==> src/rtl/dpram_t_row_loader.sv <==
// dpram_t_row_loader
//   Collects a stream of DATA_WIDTH-bit words into NUM_WORDS-word packed rows and
//   writes each completed row to port A of a dual-port RAM, for num_rows rows.
//
// Ports
//   clk       : single clock, rising edge
//   reset     : synchronous, active-high
//   start     : one-cycle pulse, begins a load (honoured only while idle)
//   num_rows  : rows to load, sampled with start; 0 or >2^ROW_AWIDTH loads 2^ROW_AWIDTH
//   in_valid  : upstream word valid
//   in_data   : upstream word
//   in_ready  : loader accepts a word this cycle
//   wren_a    : RAM port A write strobe (one cycle per row)
//   address_a : RAM row address (holds its last value between writes)
//   data_a    : packed row, word 0 in the LSBs
//   busy      : high whenever a load is in progress
//   done      : one-cycle pulse after the final row write
module dpram_t_row_loader #(
  parameter int unsigned DATA_WIDTH = 16,
  parameter int unsigned NUM_WORDS  = 32,
  parameter int unsigned ROW_AWIDTH = 6
) (
  input  logic                            clk,
  input  logic                            reset,
  input  logic                            start,
  input  logic [ROW_AWIDTH:0]             num_rows,
  input  logic                            in_valid,
  input  logic [DATA_WIDTH-1:0]           in_data,
  output logic                            in_ready,
  output logic                            wren_a,
  output logic [ROW_AWIDTH-1:0]           address_a,
  output logic [NUM_WORDS*DATA_WIDTH-1:0] data_a,
  output logic                            busy,
  output logic                            done
);

  localparam int unsigned RowWidth = NUM_WORDS * DATA_WIDTH;
  localparam int unsigned WcWidth  = (NUM_WORDS > 1) ? $clog2(NUM_WORDS) : 1;
  localparam logic [WcWidth-1:0] LastWord = WcWidth'(NUM_WORDS - 1);

  typedef enum logic [1:0] {StIdle, StFill, StWrite, StDone} state_e;

  state_e                  state_q, state_d;
  logic [ROW_AWIDTH-1:0]   row_cnt_q, row_cnt_d;
  logic [WcWidth-1:0]      word_cnt_q, word_cnt_d;
  logic [ROW_AWIDTH-1:0]   last_row_q, last_row_d;
  logic                    in_ready_q, in_ready_d;
  logic                    wren_q, wren_d;
  logic [ROW_AWIDTH-1:0]   addr_q, addr_d;
  logic [RowWidth-1:0]     data_q, data_d;
  logic                    busy_q, busy_d;
  logic                    done_q, done_d;

  always_comb begin
    state_d    = state_q;
    row_cnt_d  = row_cnt_q;
    word_cnt_d = word_cnt_q;
    last_row_d = last_row_q;
    addr_d     = addr_q;
    data_d     = data_q;

    case (state_q)
      StIdle: begin
        if (start) begin
          state_d    = StFill;
          row_cnt_d  = '0;
          word_cnt_d = '0;
          // Store effective count minus one. The MSB set means >= 2^ROW_AWIDTH,
          // which saturates; zero in the low bits wraps to all-ones, giving the full RAM.
          last_row_d = num_rows[ROW_AWIDTH] ? '1 : num_rows[ROW_AWIDTH-1:0] - 1'b1;
        end
      end
      StFill: begin
        if (in_valid && in_ready_q) begin
          data_d[word_cnt_q*DATA_WIDTH +: DATA_WIDTH] = in_data;
          if (word_cnt_q == LastWord) begin
            word_cnt_d = '0;
            state_d    = StWrite;
            addr_d     = row_cnt_q;
          end else begin
            word_cnt_d = word_cnt_q + 1'b1;
          end
        end
      end
      StWrite: begin
        if (row_cnt_q == last_row_q) begin
          state_d = StDone;
        end else begin
          row_cnt_d = row_cnt_q + 1'b1;
          state_d   = StFill;
        end
      end
      StDone: state_d = StIdle;
      default: state_d = StIdle;
    endcase

    // Outputs are registered copies of the decoded next state.
    in_ready_d = (state_d == StFill);
    wren_d     = (state_d == StWrite);
    busy_d     = (state_d != StIdle);
    done_d     = (state_d == StDone);
  end

  always_ff @(posedge clk) begin
    if (reset) begin
      state_q    <= StIdle;
      row_cnt_q  <= '0;
      word_cnt_q <= '0;
      last_row_q <= '0;
      in_ready_q <= 1'b0;
      wren_q     <= 1'b0;
      addr_q     <= '0;
      data_q     <= '0;
      busy_q     <= 1'b0;
      done_q     <= 1'b0;
    end else begin
      state_q    <= state_d;
      row_cnt_q  <= row_cnt_d;
      word_cnt_q <= word_cnt_d;
      last_row_q <= last_row_d;
      in_ready_q <= in_ready_d;
      wren_q     <= wren_d;
      addr_q     <= addr_d;
      data_q     <= data_d;
      busy_q     <= busy_d;
      done_q     <= done_d;
    end
  end

  assign in_ready  = in_ready_q;
  assign wren_a    = wren_q;
  assign address_a = addr_q;
  assign data_a    = data_q;
  assign busy      = busy_q;
  assign done      = done_q;

endmodule

==> config.mk <==
export PLATFORM = sky130hd
export DESIGN_NAME = dpram_t_row_loader
export DESIGN_NICKNAME = d
export VERILOG_FILES = /design/src/rtl/dpram_t_row_loader.sv
export SDC_FILE = /design/constraint.sdc
export NUM_CORES = 1
export LEC_CHECK = 0
export CORE_MARGIN = 4
export CORE_UTILIZATION = 45
export CTS_CLUSTER_SIZE = 25
export DETAILED_ROUTE_END_ITERATION = 8
export GPL_TIMING_DRIVEN = 0
export MAX_ROUTING_LAYER = met4
export PLACE_DENSITY = 0.77
export REMOVE_ABC_BUFFERS = 1
export SKIP_CTS_REPAIR_TIMING = 1
export SYNTH_ARGS = -nofsm -noshare
export SYNTH_HDL_FRONTEND = slang
export SYNTH_SLANG_ARGS = --single-unit
export TNS_END_PERCENT = 100
==> constraint.sdc <==
create_clock -name clk -period 6.1 [get_ports clk]
set_clock_uncertainty 0.05 [all_clocks]
set_input_delay 1.22 -clock clk [delete_from_list [all_inputs] [get_ports clk]]
set_output_delay 1.22 -clock clk [all_outputs]
set_load 0.01 [all_outputs]
==> results.py <==
metrics = {
    "status": {
        "status": "finished, violations left",
        "violations": "capacitance limit, slew limit",
    },
    "place": {
        "place_congestion": 0.885,
        "dp_hpwl_mm": 52.3,
        "port_buffers": 548,
    },
    "finish": {
        "nFillCells": 3832,
        "areaGrowthSynthToFinish_pct": 35.4,
        "drive_gt1_share_pct": 6.08,
        "finalNetCount": 2868,
    },
    "power_and_ir_drop": {
        "power_frac_comb_pct": 6.4,
        "total_power_w": 0.00732,
        "power.internal_w": 0.00554,
        "peakVddDrop_uv": 206,
        "pwr-share-clk_pct": 45.0,
        "powerDensity_nw_per_um2": 263,
        "seq_power_share_pct": 48.6,
        "cellLeakagePower_nw": 9.60,
        "p_sw_share_pct": 24.3,
        "p_sw_w": 0.00178,
    },
    "critical_path": {
        "cp.arrival_ns": 5.93,
        "crit_fanout": 35,
        "path_class": "reg2reg",
        "setup.worst_path.start_class": "flip-flop",
        "end_kind": "flip-flop",
        "worstPathRequired_ns": 6.48,
        "r2r_slack_ns": 0.55,
    },
    "detailed_routing": {
        "drc": 0,
        "firstDrtPassIters": 5,
        "vias": 19700,
        "wire_per_inst_um": 22.5,
        "vias_per_cell": 5.65,
        "drt_iter0_markers": 1676,
        "ant_nets": 0,
        "wl_mm": 78.2,
    },
    "global_routing": {
        "grt_pass1_wl_mm": 116,
        "grt_pass1_vias": 18700,
        "use_met1_pct": 37.3,
        "use_met2_pct": 49.2,
        "grt_use_met3_pct": 8.00,
        "track_usage_pct": 30.9,
        "antenna_found_initial": 3,
        "grt_max_degree": 161,
        "top_usage_layer": "met2",
        "grt_overflow": 0,
    },
    "clocking": {
        "numCtsBuffers": 54,
        "cts_root_buf": "clkbuf_16",
        "clk_pin_slew_ns": 0.06,
        "cts_tree": "yes",
        "htree_levels": 2,
        "cts_buffer_depth": 3,
        "clk-insertion-delay-late_ns": 0.59,
        "clock_sinks": 541,
    },
    "sta": {
        "maxSlewHeadroom_pct": -3.10,
        "hold_viol": 0,
        "setup_viol_count_final": 0,
        "hold_slack_ns": 0.400,
        "grt_setup_unrepaired": "false",
        "fmax_mhz": 180,
        "drv_slew": 16,
        "worst_pin_slew_ns": 1.54,
        "period_needed_ns": 5.55,
        "period_share_pct": 91.0,
    },
    "synth": {
        "ys_ff_latch": 541,
        "ys_warn_count": 0,
        "synthCells": 2441,
        "synth_area_leaders": "dfxtp_1 53%, nand3_1 9.2%, nand2_1 8.2%, o21ai_0 5.5%, a21oi_1 4.3%",
        "synth_area_per_cell_um2": 8.42,
        "seq_area_frac_synth_pct": 52.7,
        "synth_area_leader_cell": "dfxtp_1",
        "synth_edf_count": 0,
        "netlist_area_um2": 20600,
        "yosysTopAreaCellShare_pct": 52.7,
        "async_flop_share_pct": 0,
        "ys_types": 56,
        "ys.flop_type": "dfxtp_1",
    },
    "floorplan": {
        "core_um2": 45300,
        "initial_core_util_pct": 45.4,
        "fp.dieArea_um2": 49200,
        "die_h_um": 222,
        "ios": 549,
        "rows": 78,
        "fp.dieW_um": 222,
    },
    "flow_run": {
        "max-cap-violations": 1,
    },
    "worst_hold_path": {
        "min_path_type": "reg2reg",
    },
}
[metrics by stage]
stage / setup TNS, ns / util (%) / area (um2) / std cells / setup WS, ns
6_report: 0 / 61.4 / 27800 / 3479 / 0.550
3_3_place_gp: -5733.91 / 56.9 / 25700 / 3367 / -17.88
3_5_place_dp: 0 / 57.5 / 26000 / 3378 / 0.257
2_1_floorplan: -6.02 / - / 19500 / 2219 / -0.424
5_1_grt: 0 / 61.4 / 27800 / 3479 / 0.0684
4_1_cts: 0 / 61.4 / 27800 / 3475 / 0.223
[critical path, stage by stage (launching register included)]
cell	delay, ns
dfxtp_1	1.21
inv_1	0.20
ha_1	0.40
nor3b_1	0.19
ha_1	0.69
o21ba_2	1.04
nand3_1	1.06
nand3_1	0.39
o21ai_0	0.12
[cell type report]
type	instances	area, um2	area share, %
multi-input combinational	1671	8720	31.3
inverter	7	33.8	0.121
antenna	3	7.51	0.0270
clock buffer	80	1600	5.76
timing repair buffer	560	5730	20.6
clock inverter	17	148	0.531
sequential	541	10800	38.9
tap	600	751	2.70
[path summary, 6_finish.rpt]
check,from,to,cells past startpoint
worst max-delay path,word_cnt_q[0],data_a[425],8
worst min-delay path,data_a[364],data_a[364],2
worst max register to register,word_cnt_q[0],data_a[425],8
worst min register to register,data_a[364],data_a[364],2
[metal layers]
| layer | up-vias | part of all wire, % |
|---|---|---|
| li1 | 9144 | - |
| met1 | 9384 | 40 |
| met2 | 951 | 46 |
| met3 | 192 | 8.9 |
| met4 | 0 | 4.7 |
| met5 | - | 0 |
[cells in the mapped netlist, types with 8 or more instances]
| master | instances |
|---|---|
| nand2_1 | 449 |
| a31o_2 | 37 |
| xor2_1 | 9 |
| nand4_1 | 13 |
| nor3_1 | 54 |
| buf_1 | 22 |
| and3_1 | 23 |
| buf_4 | 15 |
| buf_6 | 8 |
| a21oi_1 | 175 |
| buf_2 | 68 |
| o21ai_0 | 227 |
| nand3_1 | 378 |
| and2_1 | 15 |
| nor2_1 | 122 |
| o21ai_1 | 13 |
| dfxtp_1 | 541 |
| clkbuf_1 | 106 |
| mux2i_1 | 67 |
[logic make-up (layout without fill, tap and decap cells)]
family / count (synthesis) / after routing / synth area share, %
AOI/OAI and AO/OA: 472 / 472 / 12.6
xor gates and xnor gates: 16 / 16 / 0.682
adders and majority gates: 6 / 6 / 0.365
buffers and inverters: 229 / 664 / 5.18
DFF: 541 / 541 / 52.7
muxes: 67 / 67 / 3.26
other: 0 / 3 / 0
and+or+nand+nor: 1110 / 1110 / 25.2
[power groups by stage]
stage               sequential [W]  clock, W  combinational (W)
finish                     0.00355   0.00330           0.000468
global route               0.00355   0.00346           0.000492
detailed placement         0.00363         0           0.000461
floorplan                  0.00363         0           0.000201
global placement           0.00363         0           0.000420
CTS                        0.00355   0.00331           0.000463
[state kept, by name, summed over array words and instances (netlist names)]
name	cells
data_a	512
state_q	2
address_a	6
busy	1
word_cnt_q	5
row_cnt_q	6
last_row_q	6
done	1
wren_a	1
in_ready	1
[layout by cell type, fill, tap and decap left out, types with 37 or more instances in the layout]
master           netlist  layout
mux2i_1               67      67
nor2_1               122     122
o21ai_0              227     226
a31o_2                37      37
nand3_1              378     376
dfxtp_1              541     541
a21oi_1              175     175
clkdlybuf4s50_1        0     547
nor3_1                54      54
clkbuf_16              0      57
nand2_1              449     449
No activity file was read; power rests on OpenSTA's default activity.
